### src/rtl/piso_tx_ctrl_if.sv
// piso_tx_ctrl_if: upstream valid/ready word port plus the PISO drive and frame qualifiers
interface piso_tx_ctrl_if #(parameter int WIDTH = 8);
   logic             flush;
   logic             in_valid;
   logic [WIDTH-1:0] in_data;
   logic             in_ready;
   logic             piso_load;
   logic [WIDTH-1:0] piso_data;
   logic             ser_valid;
   logic             ser_first;
   logic             ser_last;
   logic             busy;
   logic             frame_done;
   modport master (
      output flush, in_valid, in_data,
      input  in_ready, piso_load, piso_data, ser_valid, ser_first, ser_last, busy, frame_done
   );
   modport slave (
      input  flush, in_valid, in_data,
      output in_ready, piso_load, piso_data, ser_valid, ser_first, ser_last, busy, frame_done
   );
endinterface

### src/rtl/piso_tx_ctrl.sv
// piso_tx_ctrl: buffers words and sequences load/shift/gap frames for an external PISO register
module piso_tx_ctrl #(
   parameter int WIDTH = 8,
   parameter int DEPTH = 2,
   parameter int GAP   = 1
) (
   input logic           clk,
   input logic           reset,
   piso_tx_ctrl_if.slave bus
);
   localparam int AW = DEPTH > 1 ? $clog2(DEPTH) : 1;
   localparam int CW = $clog2(DEPTH + 1);
   localparam int BW = WIDTH > 1 ? $clog2(WIDTH) : 1;
   typedef enum logic [1:0] {IDLE, LOAD, SHIFT, PAUSE} state_t;
   state_t           state, nxt;
   logic [WIDTH-1:0] mem [2**AW];
   logic [AW-1:0]    rd_ptr, wr_ptr;
   logic [CW-1:0]    count;
   logic [BW-1:0]    bit_cnt;
   logic [3:0]       gap_cnt;
   logic [WIDTH-1:0] data_q;
   logic             done_q;
   logic             push, pop, empty, full, frame_end, gap_end;

   function automatic logic [AW-1:0] inc(input logic [AW-1:0] p);
      return p == AW'(DEPTH - 1) ? '0 : p + 1'b1;
   endfunction

   assign empty          = count == '0;
   assign full           = count == CW'(DEPTH);
   assign bus.in_ready   = !full && !bus.flush;
   assign push           = bus.in_valid && bus.in_ready;
   assign pop            = state == LOAD;
   assign frame_end      = bit_cnt == BW'(WIDTH - 1);
   assign gap_end        = gap_cnt == 4'(GAP - 1);
   assign bus.piso_load  = state == LOAD;
   assign bus.piso_data  = data_q;
   assign bus.ser_valid  = state == SHIFT;
   assign bus.ser_first  = state == SHIFT && bit_cnt == '0;
   assign bus.ser_last   = state == SHIFT && frame_end;
   assign bus.busy       = state != IDLE || !empty;
   assign bus.frame_done = done_q;

   // word storage; contents need no reset since only occupied slots are read
   always_ff @(posedge clk) begin
      if (push) mem[wr_ptr] <= bus.in_data;
   end

   // FIFO pointers and occupancy: push on handshake, pop as LOAD completes, flush empties
   always_ff @(posedge clk or negedge reset) begin
      if (!reset) begin
         rd_ptr <= '0;
         wr_ptr <= '0;
         count  <= '0;
      end else if (bus.flush) begin
         rd_ptr <= '0;
         wr_ptr <= '0;
         count  <= '0;
      end else begin
         wr_ptr <= push ? inc(wr_ptr) : wr_ptr;
         rd_ptr <= pop ? inc(rd_ptr) : rd_ptr;
         count  <= count + CW'(push) - CW'(pop);
      end
   end

   // next frame step; flush overrides every transition
   always_comb begin
      nxt = state;
      case (state)
         IDLE:    nxt = empty ? IDLE : LOAD;
         LOAD:    nxt = SHIFT;
         SHIFT:   nxt = !frame_end ? SHIFT : GAP > 0 ? PAUSE : empty ? IDLE : LOAD;
         PAUSE:   nxt = !gap_end ? PAUSE : empty ? IDLE : LOAD;
         default: nxt = IDLE;
      endcase
      if (bus.flush) nxt = IDLE;
   end

   // sequencer state, bit/gap counters, presented word and completion pulse
   always_ff @(posedge clk or negedge reset) begin
      if (!reset) begin
         state   <= IDLE;
         bit_cnt <= '0;
         gap_cnt <= '0;
         data_q  <= '0;
         done_q  <= 1'b0;
      end else begin
         state   <= nxt;
         bit_cnt <= state == SHIFT && nxt == SHIFT ? bit_cnt + 1'b1 : '0;
         gap_cnt <= state == PAUSE && nxt == PAUSE ? gap_cnt + 1'b1 : '0;
         data_q  <= nxt == LOAD ? mem[rd_ptr] : data_q;
         done_q  <= state == SHIFT && frame_end && !bus.flush;
      end
   end
endmodule

### src/flat_wrapper.sv
// flat-port wrapper written by rule: the top's interface ports become plain ports
module piso_tx_ctrl_flat 
#(
   parameter int WIDTH = 8,
   parameter int DEPTH = 2,
   parameter int GAP   = 1
)
  (clk, reset, bus_flush, bus_in_valid, bus_in_data, bus_in_ready, bus_piso_load, bus_piso_data, bus_ser_valid, bus_ser_first, bus_ser_last, bus_busy, bus_frame_done);
  piso_tx_ctrl_if #(.WIDTH(WIDTH)) bus_i ();
  input logic clk;
  input logic reset;
  input wire logic [$bits(bus_i.flush)-1:0] bus_flush;
  input wire logic [$bits(bus_i.in_valid)-1:0] bus_in_valid;
  input wire logic [$bits(bus_i.in_data)-1:0] bus_in_data;
  output wire logic [$bits(bus_i.in_ready)-1:0] bus_in_ready;
  output wire logic [$bits(bus_i.piso_load)-1:0] bus_piso_load;
  output wire logic [$bits(bus_i.piso_data)-1:0] bus_piso_data;
  output wire logic [$bits(bus_i.ser_valid)-1:0] bus_ser_valid;
  output wire logic [$bits(bus_i.ser_first)-1:0] bus_ser_first;
  output wire logic [$bits(bus_i.ser_last)-1:0] bus_ser_last;
  output wire logic [$bits(bus_i.busy)-1:0] bus_busy;
  output wire logic [$bits(bus_i.frame_done)-1:0] bus_frame_done;
  assign bus_i.flush = bus_flush;
  assign bus_i.in_valid = bus_in_valid;
  assign bus_i.in_data = bus_in_data;
  assign bus_in_ready = bus_i.in_ready;
  assign bus_piso_load = bus_i.piso_load;
  assign bus_piso_data = bus_i.piso_data;
  assign bus_ser_valid = bus_i.ser_valid;
  assign bus_ser_first = bus_i.ser_first;
  assign bus_ser_last = bus_i.ser_last;
  assign bus_busy = bus_i.busy;
  assign bus_frame_done = bus_i.frame_done;
  piso_tx_ctrl #(.WIDTH(WIDTH), .DEPTH(DEPTH), .GAP(GAP)) u_core (.clk(clk), .reset(reset), .bus(bus_i));
endmodule
### config.mk
export PLATFORM = sky130hd
export DESIGN_NAME = piso_tx_ctrl_flat
export DESIGN_NICKNAME = d
export VERILOG_FILES = /design/src/rtl/piso_tx_ctrl_if.sv /design/src/rtl/piso_tx_ctrl.sv /design/src/flat_wrapper.sv
export SDC_FILE = /design/constraint.sdc
export NUM_CORES = 1
export LEC_CHECK = 0
export CORE_AREA = 2 2 69 71
export CTS_BUF_LIST = sky130_fd_sc_hd__clkbuf_8
export CTS_CLUSTER_DIAMETER = 30
export DETAILED_ROUTE_END_ITERATION = 10
export DIE_AREA = 0 0 71 73
export SLEW_MARGIN = 20
export SYNTH_ARGS = -nofsm -noshare
export SYNTH_HDL_FRONTEND = slang
export SYNTH_SLANG_ARGS = --single-unit
### constraint.sdc
create_clock -name clk -period 1.6 [get_ports clk]
set_clock_uncertainty 0.1 [all_clocks]
set_input_delay 0.24 -clock clk [delete_from_list [all_inputs] [get_ports clk]]
set_output_delay 0.24 -clock clk [all_outputs]
set_load 0.02 [all_outputs]
==> results.rst, run 1 <==
.. list-table::
   :header-rows: 1

   * - Metric
     - Value
   * - Clk_lat worst skew
     - 290 ps
   * - Part of the Yosys area used for sequential elements
     - 0.640
   * - Sum of net half-perimeters after detailed placement
     - roughly 2300 µm
   * - DRT Pass-1 Iters
     - 4
   * - Number of nets in the final layout
     - between 150 and 200
   * - Remaining global-route overflow
     - 0
   * - Per-cell routed wire length
     - around 14 µm
   * - Total routing resource utilization after global routing
     - 0.137
   * - Internal power
     - around 2500 µW
   * - Critical Path Max Stage Delay
     - 400 ps
   * - Share of total power consumed by net switching
     - 0.337
   * - Synthesis-stage register bit count
     - 38
   * - Part of the cycle the worst path needs
     - 1.05
   * - Hold_ws
     - between 200 and 250 ps
   * - Post-detailed-route via-to-cell ratio
     - around 4.7
   * - Area share of the leading cell type in the synthesized netlist
     - 0.342
   * - Total number of vias
     - roughly 1100
   * - Diode insertion count for antenna repair
     - 0
   * - Power density over cell area
     - 1570 nW/µm²
   * - Post-cts hold buffer count
     - 0
   * - Per-instance average area after synthesis
     - ~14 µm²
   * - Maximum fanout count along the critical path
     - 8
   * - Cell-by-cell trace of the critical path
     - buf_6 > buf_6 > nand4b_1 > nor4_4 > nor2_4 > mux2_2
   * - Vias in the first global route
     - 1167
   * - Critical path required time
     - around 1700 ps
   * - Quantity of I/O buffers inserted on ports
     - 26
   * - Row count
     - 25
   * - Fin worst setup slack
     - -76.2 ps
   * - Top post-synthesis cells by area
     - sky130_fd_sc_hd__dfrtp_1, sky130_fd_sc_hd__edfxtp_1, sky130_fd_sc_hd__mux2_2
   * - Synth-to-Final Area Change
     - 48.7%
   * - Transition at the pin with the smallest max-transition slack
     - roughly 370 ps
   * - Crit path buffers/inverters
     - 2
   * - Kind of end point of the critical path
     - register
   * - I/O Pins
     - 27
   * - Final Wtd Congestion
     - 0.694
   * - DRC violation count after routing
     - 0
   * - Kind of cell with the highest combined delay on the critical path
     - simple AND/OR/NAND/NOR gates
   * - First-pass GRT wire length
     - about 5300 µm
   * - Post-synthesis instance area
     - 1610 µm²
   * - Cell chosen for the clock root
     - sky130_fd_sc_hd__clkbuf_8
   * - Total Power
     - around 3800 µW
   * - Origin of the critical flop-to-flop path
     - u_core.state[0]$_DFF_PN0_
   * - Violated checks
     - negative setup slack
   * - Gate count after technology mapping
     - around 120
   * - Peak clock frequency supported by timing
     - around 600 MHz
   * - Setup repair after global routing missed its margin
     - yes
   * - Clock slew seen by the registers of the worst setup and hold paths
     - 80 ps
   * - Chip Height
     - between 70 and 80 µm
   * - Layout cells sized above 1
     - 0.435
   * - Leading cell type in the layout, fill and taps excluded
     - sky130_fd_sc_hd__buf_4
   * - Buffers from clock root to sink, at most
     - 2
   * - Antenna violations before repair
     - 0
   * - TritonCTS Sinks
     - 38
   * - Clock tree from TritonCTS
     - built
   * - Core Util, Final
     - 0.528
   * - Crit-path most repeated cell
     - sky130_fd_sc_hd__buf_6
   * - Worst vdd rail ir drop
     - between 900 and 1000 µV
   * - Fin. max-slew vios
     - 0
   * - Lkg Pwr
     - 0.00107 µW
   * - Switching power
     - roughly 1300 µW
   * - Crit start category
     - register
   * - Syn Nets
     - between 100 and 150
   * - Setup slack of the most critical reg-to-reg path
     - -80 ps
   * - Fraction of power consumed by the clock network
     - 0.163
   * - Fill cell count
     - 378
   * - Total die area
     - 5180 µm²
   * - Initial Util
     - 0.355
   * - Number of distinct library cell variants in the gate-level netlist after synthesis
     - 27
   * - Rel. slew slack
     - 0.755
   * - Number of max-capacitance violations reported
     - 0
   * - Part of the total power dissipated in combinational logic
     - 0.475
   * - Core Region
     - around 4500 µm²
   * - Endpoint of the worst-slack reg-to-reg timing path
     - u_core.bus.piso_data[1]$_DFFE_PN0N_
   * - Final number of hold-violating endpoints
     - 0
   * - Commonest cells after routing, fill and taps aside
     - sky130_fd_sc_hd__buf_4, sky130_fd_sc_hd__dfrtp_1, sky130_fd_sc_hd__edfxtp_1
   * - Detailed router's first-iteration violation count
     - 32
   * - Final sum of negative setup slack
     - -566 ps
   * - Status
     - complete, but fails checks
   * - Final setup violation count
     - 12
   * - Min Tclk post-route
     - 1680 ps
   * - Antenna Violating Nets Remaining
     - 0
   * - Cell with the biggest individual delay on the critical path
     - sky130_fd_sc_hd__dfrtp_1
   * - Worst endpoint data arrival time
     - about 1700 ps
   * - Total routed wirelength
     - roughly 3300 µm
   * - Number of CTS-inserted buffers
     - 5
   * - WP depth
     - 6
   * - X dimension of the die
     - ~71 µm
   * - Crit path kind
     - reg2reg
   * - Largest net degree at the start of global routing
     - 23
   * - H-Tree Depth
     - 2
   * - Power share of the sequential group
     - 0.362
   * - Dominant cell type by area after synthesis
     - sky130_fd_sc_hd__dfrtp_1
   * - Synth warn
     - 0
   * - Path category of the worst min-delay check
     - in2async
   * - Depth of the most critical reg-to-reg path
     - 6
[state kept, by name, indices dropped and copies added, names as in the netlist, 2 cells and up]
| signal | count |
|---|---|
| u_core.mem | 16 |
| u_core.bus.piso_data | 8 |
| u_core.gap_cnt | 4 |
| u_core.bit_cnt | 3 |
| u_core.count | 2 |
| u_core.state | 2 |
[repair_timing]
action | 4_1_cts | 5_1_grt
endpoints found under the setup margin | 19 | 17
pin swaps | 8 | 5
gates resized for setup | 54 | 15
setup buffers | 5 | 4
[layout make-up]
type                       count  area, µm²  area share
clock buffer                   5       68.8      0.0287
clock inverter                 3       13.8     0.00574
inverter                       9       36.3      0.0151
multi-input combinational     67        669       0.279
sequential                    38       1030       0.431
tap                           54       67.6      0.0282
timing repair buffer          55        508       0.212
[how the worst max path moves through the flow]
stage	start	endpoint	slack, ps
global route	u_core.state[1]$_DFF_PN0_	u_core.count[1]$_DFF_PN0_	-130
finish	u_core.state[0]$_DFF_PN0_	u_core.bus.piso_data[1]$_DFFE_PN0N_	-80
global placement	bus_flush	bus_in_ready	-350
CTS	u_core.state[0]$_DFF_PN0_	bus_ser_valid	-90
floorplan	u_core.state[1]$_DFF_PN0_	u_core.count[1]$_DFF_PN0_	-100
detailed placement	bus_flush	bus_in_ready	-370
[per-layer routing]
layer | up-vias | global-route usage | share of wire
li1 | 522 | - | -
met2 | 22 | 0.253 | 0.54
met5 | - | 0 | 0
met1 | 528 | 0.148 | 0.41
met3 | 4 | 0.0387 | 0.043
met4 | 0 | 0.0503 | 0.0066
[power groups by stage]
stage	sequential (µW)	combinational, µW	clock, µW
after floorplan	1480	713	0
after global placement	1360	1520	0
after detailed placement	1370	1560	0
after CTS	1350	1770	636
after global routing	1380	1930	681
final	1360	1780	614
[metrics by stage]
step                      instances  setup WS [ps]  instance area (µm²)
after floorplan                 117          -99.5                 1630
after global placement          215           -353                 2120
after detailed placement        215           -369                 2120
after CTS                       228          -92.3                 2350
after global routing            231           -134                 2400
final                           231          -76.2                 2400
[synthesized netlist by cell type]
master / instances
sky130_fd_sc_hd__inv_1: 9
sky130_fd_sc_hd__nor3_1: 2
sky130_fd_sc_hd__buf_2: 1
sky130_fd_sc_hd__xor2_1: 2
sky130_fd_sc_hd__nor4_2: 1
sky130_fd_sc_hd__ha_1: 7
sky130_fd_sc_hd__and3_1: 2
sky130_fd_sc_hd__a21oi_1: 1
sky130_fd_sc_hd__nor3b_1: 2
sky130_fd_sc_hd__mux2i_1: 1
sky130_fd_sc_hd__mux2_2: 16
sky130_fd_sc_hd__nand2_1: 5
sky130_fd_sc_hd__or3_1: 1
sky130_fd_sc_hd__nor2_2: 1
sky130_fd_sc_hd__dfrtp_1: 22
sky130_fd_sc_hd__nor4_1: 2
sky130_fd_sc_hd__nand2b_1: 2
sky130_fd_sc_hd__o32ai_1: 1
sky130_fd_sc_hd__clkbuf_1: 2
sky130_fd_sc_hd__nor2_1: 9
sky130_fd_sc_hd__nand3_1: 1
sky130_fd_sc_hd__a211oi_1: 1
sky130_fd_sc_hd__nor2b_1: 3
sky130_fd_sc_hd__xnor2_1: 3
sky130_fd_sc_hd__edfxtp_1: 16
sky130_fd_sc_hd__and2_1: 3
sky130_fd_sc_hd__nand4b_1: 1
[cell families after synthesis]
| logic type | synth area share |
|---|---|
| flip-flops | 0.640 |
| AND/OR/NAND/NOR | 0.119 |
| multiplexers | 0.118 |
| buffers and inverters | 0.0287 |
| adder cells (fa/ha/maj) | 0.0543 |
| XOR/XNOR | 0.0272 |
| AO/OA/AOI/OAI | 0.0132 |
Power figures use the tool's default switching activity.
==> inputs of run 2 (changes only) <==
- CAP_MARGIN: not set -> 20
- RECOVER_POWER: not set -> 50
==> run 2 against run 1 <==
The flow still finishes with violations (negative setup slack). Combinational power barely moved. First-iteration DRC count did not move. Routed wire length fell by 0.30%. Via count barely moved. Sequential share of layout area barely moved. Sequential power barely moved. Flip-flop and latch count did not move. Utilization fell by 0.055 points. Clock power barely moved. Register-to-register slack barely moved. Final cell count did not move. Setup slack barely moved.
==> results.rst, run 2 (synthesis gave the netlist of run 1 again) <==
.. list-table::
   :header-rows: 1

   * - Metric
     - Value
   * - Register area
     - 1030 µm² (unchanged)
   * - Post-route cell area
     - 2390 µm² (was 2400 µm²)
   * - Total routed wirelength
     - 3330 µm (was 3340 µm)
   * - X dimension of the die
     - 71 µm (unchanged)
   * - Row count
     - 25 (unchanged)
   * - Antenna Violating Nets Remaining
     - 0 (unchanged)
   * - Violated checks
     - negative setup slack (unchanged)
   * - Multi-input gate area
     - 669 µm² (unchanged)
   * - Lkg Pwr
     - 0.00107 µW (about the same)
   * - Number of max-capacitance violations reported
     - 0 (unchanged)
   * - DRT Pass-1 Iters
     - 4 (unchanged)
   * - Layout cells sized above 1
     - 0.435 (unchanged)
   * - Diode insertion count for antenna repair
     - 0 (unchanged)
   * - Count of placed standard cells in the final layout, fillers left out
     - 231 (unchanged)
   * - Crit start category
     - register (unchanged)
   * - I/O Pins
     - 27 (unchanged)
   * - Initial Util
     - 0.355 (unchanged)
   * - Most flops, register
     - u_core.mem (unchanged)
   * - Path category of the worst min-delay check
     - in2async (unchanged)
   * - Number of CTS-inserted buffers
     - 5 (unchanged)
   * - Power density over cell area
     - 1570 nW/µm² (about the same)
   * - Antenna violations before repair
     - 0 (unchanged)
   * - Post-place instance area
     - 2120 µm² (unchanged)
   * - Status
     - complete, but fails checks (unchanged)
   * - Largest net degree at the start of global routing
     - 23 (unchanged)
   * - Pre-CTS setup slack
     - -369 ps (unchanged)
   * - Endpoint of the worst-slack reg-to-reg timing path
     - u_core.bus.piso_data[1]$_DFFE_PN0N_ (unchanged)
   * - Peak clock frequency supported by timing
     - 597 MHz (unchanged)
   * - Worst vdd rail ir drop
     - 951 µV (about the same)
   * - Inst Count DP
     - 215 (unchanged)
   * - Kind of end point of the critical path
     - register (unchanged)
   * - Transition at the pin with the smallest max-transition slack
     - 570 ps (was 368 ps)
   * - Min Tclk post-route
     - 1680 ps (about the same)
   * - Final setup violation count
     - 12 (unchanged)
   * - Fin worst setup slack
     - -76.2 ps (about the same)
   * - Worst endpoint data arrival time
     - 1740 ps (about the same)
   * - Buffers from clock root to sink, at most
     - 2 (unchanged)
   * - Cell chosen for the clock root
     - sky130_fd_sc_hd__clkbuf_8 (unchanged)
   * - Largest register FFs
     - 16 (unchanged)
   * - Setup repair after global routing missed its margin
     - yes (unchanged)
   * - Clock tree from TritonCTS
     - built (unchanged)
   * - Worst setup path endpoint
     - u_core.bus.piso_data[1]$_DFFE_PN0N_ (unchanged)
   * - Leading cell type in the layout, fill and taps excluded
     - sky130_fd_sc_hd__buf_4 (unchanged)
   * - TritonCTS Sinks
     - 38 (unchanged)
   * - Remaining global-route overflow
     - 0 (unchanged)
   * - Final sum of negative setup slack
     - -565 ps (was -566 ps)
   * - Crit path kind
     - reg2reg (unchanged)
   * - Sum of net half-perimeters after detailed placement
     - 2300 µm (unchanged)
   * - Maximum fanout count along the critical path
     - 8 (unchanged)
   * - Synth-to-Final Area Change
     - 48.5% (was 48.7%)
   * - Final number of hold-violating endpoints
     - 0 (unchanged)
   * - Clock slew seen by the registers of the worst setup and hold paths
     - 80 ps (about the same)
   * - Critical path required time
     - 1670 ps (about the same)
   * - Fin. max-slew vios
     - 0 (unchanged)
   * - Core Region
     - 4540 µm² (unchanged)
   * - Chip Height
     - 73 µm (unchanged)
   * - Post-cts hold buffer count
     - 0 (unchanged)
   * - Post-detailed-route via-to-cell ratio
     - 4.66 (about the same)
   * - Clk_lat worst skew
     - 290 ps (about the same)
   * - Fill cell count
     - 379 (was 378)
   * - H-Tree Depth
     - 2 (unchanged)
   * - Part of the cycle the worst path needs
     - 1.05 (about the same)
   * - Per-cell routed wire length
     - 14.4 µm (about the same)
   * - Vias in the first global route
     - 1167 (unchanged)
   * - Total die area
     - 5180 µm² (unchanged)
   * - Worst setup path startpoint
     - u_core.state[0]$_DFF_PN0_ (unchanged)
   * - Setup slack of the most critical reg-to-reg path
     - -80 ps (about the same)
   * - Number of nets in the final layout
     - 195 (unchanged)
   * - Quantity of I/O buffers inserted on ports
     - 26 (unchanged)
   * - Detailed router's first-iteration violation count
     - 32 (unchanged)
   * - DRC violation count after routing
     - 0 (unchanged)
   * - Total routing resource utilization after global routing
     - 0.137 (unchanged)
   * - Rel. slew slack
     - 0.620 (was 0.755)
   * - Origin of the critical flop-to-flop path
     - u_core.state[0]$_DFF_PN0_ (unchanged)
   * - Depth of the most critical reg-to-reg path
     - 6 (unchanged)
   * - Total number of vias
     - 1077 (was 1076)
   * - First-pass GRT wire length
     - 5330 µm (unchanged)
   * - Commonest cells after routing, fill and taps aside
     - sky130_fd_sc_hd__buf_4, sky130_fd_sc_hd__dfrtp_1, sky130_fd_sc_hd__edfxtp_1 (unchanged)
   * - Final Wtd Congestion
     - 0.694 (unchanged)
==> run 2: cell count changes in the layout (fill, tap and decap cells not counted), sizes merged <==
cell | previous run | this run
buf | 35 | 34
clkbuf | 5 | 6
clkdlybuf4s50 | 12 | 3
dlygate4sd3 | 0 | 9
==> run 2: stage by stage <==
step	total power, µW	hold WS (ps)	utilization
2_1_floorplan	2190	-156	-
3_3_place_gp	2880	352	0.468
3_5_place_dp	2930	394	0.468
4_1_cts	3760	225	0.518
5_1_grt	3990	425	0.528
6_report	3750	388	0.528
==> run 2: what timing repair did <==
item,CTS,global route
cloned,0,0
pin swaps,8,5
resized for setup,54,15
buffers inserted,5,4
setup endpoints to repair,19,17
==> run 2: layer usage <==
layer	track usage	vias to the layer above	part of all wire
met5	0	-	0
met1	0.148	530	0.41
li1	-	522	-
met2	0.253	21	0.54
met4	0.0503	0	0.0063
met3	0.0387	4	0.043
==> run 2: power by group <==
part	switching [µW]	leakage [µW]	internal, µW
Sequential	127	0.000431	1230
Clock	320	0.0000491	295
Combinational	820	0.000588	957
==> run 2: cell type report <==
| class | instances | area share |
|---|---|---|
| repair buffers | 55 | 0.211 |
| well taps | 54 | 0.0282 |
| clock buffers | 5 | 0.0288 |
| multi-input cells | 67 | 0.280 |
| clock inverters | 3 | 0.00575 |
| inverters | 9 | 0.0152 |
| flip-flops and latches | 38 | 0.431 |
==> run 2: worst min-delay path by stage <==
stage | from | endpoint | slack, ps | cells after the start
after floorplan | reset | u_core.bit_cnt[0]$_DFF_PN0_ | -160 | 0
after global placement | u_core.bit_cnt[0]$_DFF_PN0_ | u_core.bit_cnt[0]$_DFF_PN0_ | 350 | 1
after detailed placement | u_core.bus.piso_data[1]$_DFFE_PN0N_ | u_core.bus.piso_data[1]$_DFFE_PN0N_ | 390 | 1
after CTS | reset | u_core.bus.piso_data[3]$_DFFE_PN0N_ | 220 | 2
after global routing | u_core.bus.piso_data[1]$_DFFE_PN0N_ | u_core.bus.piso_data[1]$_DFFE_PN0N_ | 420 | 1
final | reset | u_core.bus.piso_data[3]$_DFFE_PN0N_ | 390 | 2
==> run 2: critical path: stages (launching register included) <==
cell and delay [ps]:
sky130_fd_sc_hd__dfrtp_1 400, sky130_fd_sc_hd__buf_6 130, sky130_fd_sc_hd__buf_6 100, sky130_fd_sc_hd__nand4b_1 140, sky130_fd_sc_hd__nor4_4 60, sky130_fd_sc_hd__nor2_4 270, sky130_fd_sc_hd__mux2_2 370
==> inputs of run 3 (changes only) <==
==> constraint.sdc (replaced) <==
create_clock -name clk -period 1.6 [get_ports clk]
set_clock_uncertainty 0.1 [all_clocks]
set_input_delay 0.32 -clock clk [delete_from_list [all_inputs] [get_ports clk]]
set_output_delay 0.32 -clock clk [all_outputs]
set_load 0.02 [all_outputs]
==> run 3 against run 2 <==
The run still ends with negative setup slack left. Register-to-register slack worse by 30 ps. First-iteration DRC count increased by 140%. Utilization is 2.8 points higher. Final cell count is 0.43% higher. Sequential power about the same. Maximum frequency is 2.4% lower. Combinational power grew 11%. Hold slack improved by 14 ps. Total power rose by 16%. Clock power increased by 64%. Clock-buffer cell count is 1 higher. Sequential share of layout area shrank 2.2 points. Critical endpoint is now bus_ser_last. Largest cell class unchanged. Highest routed layer unchanged.
==> results.rst, run 3 (synthesis gave the netlist of run 1 again) <==
.. list-table::
   :header-rows: 1

   * - Metric
     - Value
   * - Status
     - complete, but fails checks (unchanged)
   * - Violated checks
     - negative setup slack (unchanged)
   * - Diode insertion count for antenna repair
     - 0 (unchanged)
   * - Sum of net half-perimeters after detailed placement
     - 2140 µm (was 2300 µm)
   * - Leading cell type in the layout, fill and taps excluded
     - sky130_fd_sc_hd__dfrtp_1 (was sky130_fd_sc_hd__buf_4)
   * - Setup repair after global routing missed its margin
     - yes (unchanged)
   * - Worst vdd rail ir drop
     - 637 µV (was 951 µV)
   * - TritonCTS Sinks
     - 38 (unchanged)
   * - Path category of the worst min-delay check
     - reg2reg (was in2async)
   * - H-Tree Depth
     - 2 (unchanged)
   * - Crit path kind
     - reg2out (was reg2reg)
   * - Vias in the first global route
     - 1182 (was 1167)
   * - Count of placed standard cells in the final layout, fillers left out
     - 232 (was 231)
   * - Setup slack of the most critical reg-to-reg path
     - -110 ps (was -80 ps)
   * - Number of cells traversed by the worst hold path
     - 1
   * - Synth-to-Final Area Change
     - 56.3% (was 48.5%)
   * - Post-cts hold buffer count
     - 0 (unchanged)
   * - Number of CTS-inserted buffers
     - 5 (unchanged)
   * - Chip Height
     - 73 µm (unchanged)
   * - Clk_lat worst skew
     - 290 ps (about the same)
   * - Hold Crit Start
     - u_core.bus.piso_data[0]$_DFFE_PN0N_
   * - Final number of hold-violating endpoints
     - 0 (unchanged)
   * - Largest net degree at the start of global routing
     - 23 (unchanged)
   * - I/O Pins
     - 27 (unchanged)
   * - Cell-by-cell trace of the critical path
     - ha_2 > ha_4 > and2_4 > buf_6 (was buf_6 > buf_6 > nand4b_1 > nor4_4 > nor2_4 > mux2_2)
   * - Critical Path Max Stage Delay
     - 400 ps (about the same)
   * - Transition at the pin with the smallest max-transition slack
     - 589 ps (was 570 ps)
   * - Fin. max-slew vios
     - 0 (unchanged)
   * - Min Tclk post-route
     - 1720 ps (was 1680 ps)
   * - Total routing resource utilization after global routing
     - 0.144 (was 0.137)
   * - Cell with the biggest individual delay on the critical path
     - sky130_fd_sc_hd__dfrtp_1 (unchanged)
   * - Antenna Violating Nets Remaining
     - 0 (unchanged)
   * - Critical path required time
     - 1180 ps (was 1670 ps)
   * - Endpoint of the worst-slack reg-to-reg timing path
     - u_core.bus.piso_data[4]$_DFFE_PN0N_ (was u_core.bus.piso_data[1]$_DFFE_PN0N_)
   * - Rel. slew slack
     - 0.607 (was 0.620)
   * - DRT Pass-1 Iters
     - 4 (unchanged)
   * - Antenna violations before repair
     - 0 (unchanged)
   * - Kind of end point of the critical path
     - output port (was register)
   * - Core Region
     - 4540 µm² (unchanged)
   * - Peak clock frequency supported by timing
     - 582 MHz (was 597 MHz)
   * - Clock tree from TritonCTS
     - built (unchanged)
   * - X dimension of the die
     - 71 µm (unchanged)
   * - Final setup violation count
     - 14 (was 12)
   * - Most flops, register
     - u_core.mem (unchanged)
   * - DRC violation count after routing
     - 0 (unchanged)
   * - Lkg Pwr
     - 0.00110 µW (was 0.00107 µW)
   * - Total die area
     - 5180 µm² (unchanged)
   * - Worst Hold Path EP
     - u_core.bus.piso_data[0]$_DFFE_PN0N_
   * - Total routed wirelength
     - 3360 µm (was 3330 µm)
   * - Clock slew seen by the registers of the worst setup and hold paths
     - 80 ps (about the same)
   * - Detailed router's first-iteration violation count
     - 77 (was 32)
   * - Total number of vias
     - 1096 (was 1077)
   * - Quantity of I/O buffers inserted on ports
     - 26 (unchanged)
   * - Part of the cycle the worst path needs
     - 1.07 (was 1.05)
   * - Maximum fanout count along the critical path
     - 2 (was 8)
   * - Buffers from clock root to sink, at most
     - 2 (unchanged)
   * - Core Util, Final
     - 0.555 (was 0.528)
   * - Power density over cell area
     - 1730 nW/µm² (was 1570 nW/µm²)
   * - Origin of the critical flop-to-flop path
     - u_core.state[1]$_DFF_PN0_ (was u_core.state[0]$_DFF_PN0_)
   * - Pre-CTS setup slack
     - -536 ps (was -369 ps)
   * - Fin worst setup slack
     - -118 ps (was -76.2 ps)
   * - Kind of cell with the highest combined delay on the critical path
     - flip-flops (was simple AND/OR/NAND/NOR gates)
   * - Crit path buffers/inverters
     - 1 (was 2)
   * - Cell chosen for the clock root
     - sky130_fd_sc_hd__clkbuf_8 (unchanged)
   * - Depth of the most critical reg-to-reg path
     - 7 (was 6)
   * - Commonest cells after routing, fill and taps aside
     - sky130_fd_sc_hd__dfrtp_1, sky130_fd_sc_hd__buf_4, sky130_fd_sc_hd__edfxtp_1 (was sky130_fd_sc_hd__buf_4, sky130_fd_sc_hd__dfrtp_1, sky130_fd_sc_hd__edfxtp_1)
   * - Crit start category
     - register (unchanged)
   * - Post-detailed-route via-to-cell ratio
     - 4.72 (was 4.66)
   * - First-pass GRT wire length
     - 5600 µm (was 5330 µm)
   * - Row count
     - 25 (unchanged)
   * - Number of max-capacitance violations reported
     - 0 (unchanged)
   * - Final Wtd Congestion
     - 0.688 (was 0.694)
   * - Remaining global-route overflow
     - 0 (unchanged)
   * - Layout cells sized above 1
     - 0.466 (was 0.435)
   * - Per-cell routed wire length
     - 14.5 µm (was 14.4 µm)
   * - Fill cell count
     - 382 (was 379)
   * - Worst endpoint data arrival time
     - 1300 ps (was 1740 ps)
   * - Initial Util
     - 0.355 (unchanged)
   * - Largest register FFs
     - 16 (unchanged)
   * - Inst Count DP
     - 213 (was 215)
   * - Number of nets in the final layout
     - 196 (was 195)
## run 3: where the power goes
group	switching (µW)	internal [µW]
logic	872	1100
registers	144	1230
clock network	342	665
## run 3: worst max path at each step
stage	start	endpoint	slack, ps	depth (start not counted)
floorplan	u_core.state[1]$_DFF_PN0_	u_core.count[1]$_DFF_PN0_	-100	8
global placement	bus_flush	u_core.bus.piso_data[4]$_DFFE_PN0N_	-480	5
detailed placement	bus_flush	u_core.bus.piso_data[6]$_DFFE_PN0N_	-540	5
CTS	u_core.bit_cnt[0]$_DFF_PN0_	bus_ser_first	-130	5
global route	u_core.gap_cnt[0]$_DFF_PN0_	u_core.bus.piso_data[6]$_DFFE_PN0N_	-170	7
finish	u_core.bit_cnt[0]$_DFF_PN0_	bus_ser_last	-120	4
## run 3: what timing repair did
item                                    4_1_cts  5_1_grt
setup buffers                                 8        6
resized for setup                            61       25
endpoints found under the setup margin       32       23
hold endpoints to repair                      0        0
pin swaps                                     7        9
## run 3: per-layer routing
layer	vias to the layer above	wire length, µm	GRT usage
met5	-	0	0
met4	0	46	0.0503
met3	6	164	0.0511
met2	27	1690	0.251
met1	540	1450	0.164
li1	523	-	-
## run 3: area by class of cell
type / count / area (µm²) / share of cell area
Sequential cell: 38 / 1030 / 0.409
Inverter: 9 / 36.3 / 0.0144
Timing Repair Buffer: 56 / 542 / 0.215
Tap cell: 54 / 67.6 / 0.0268
Multi-Input combinational cell: 67 / 699 / 0.278
Clock buffer: 6 / 82.6 / 0.0328
Clock inverter: 2 / 60.1 / 0.0238
## run 3: worst reg2reg max path: stages (launching register included)
cell and delay (ps):
sky130_fd_sc_hd__dfrtp_1 380, sky130_fd_sc_hd__buf_6 140, sky130_fd_sc_hd__buf_4 120, sky130_fd_sc_hd__nand4b_1 150, sky130_fd_sc_hd__nor4_4 210, sky130_fd_sc_hd__nor2_4 60
sky130_fd_sc_hd__buf_12 150, sky130_fd_sc_hd__mux2_4 290
## run 3: per-stage QoR
| step | cell area, µm² | hold WS (ps) | TNS (ps) | power (µW) |
|---|---|---|---|---|
| 6_report | 2520 | 402 | -1040 | 4350 |
| 5_1_grt | 2520 | 431 | -1900 | 4600 |
| 4_1_cts | 2400 | 289 | -829 | 4120 |
| 3_5_place_dp | 2120 | 358 | -11780 | 2900 |
| 3_3_place_gp | 2120 | 353 | -10970 | 2870 |
| 2_1_floorplan | 1640 | -75.6 | -102 | 2200 |
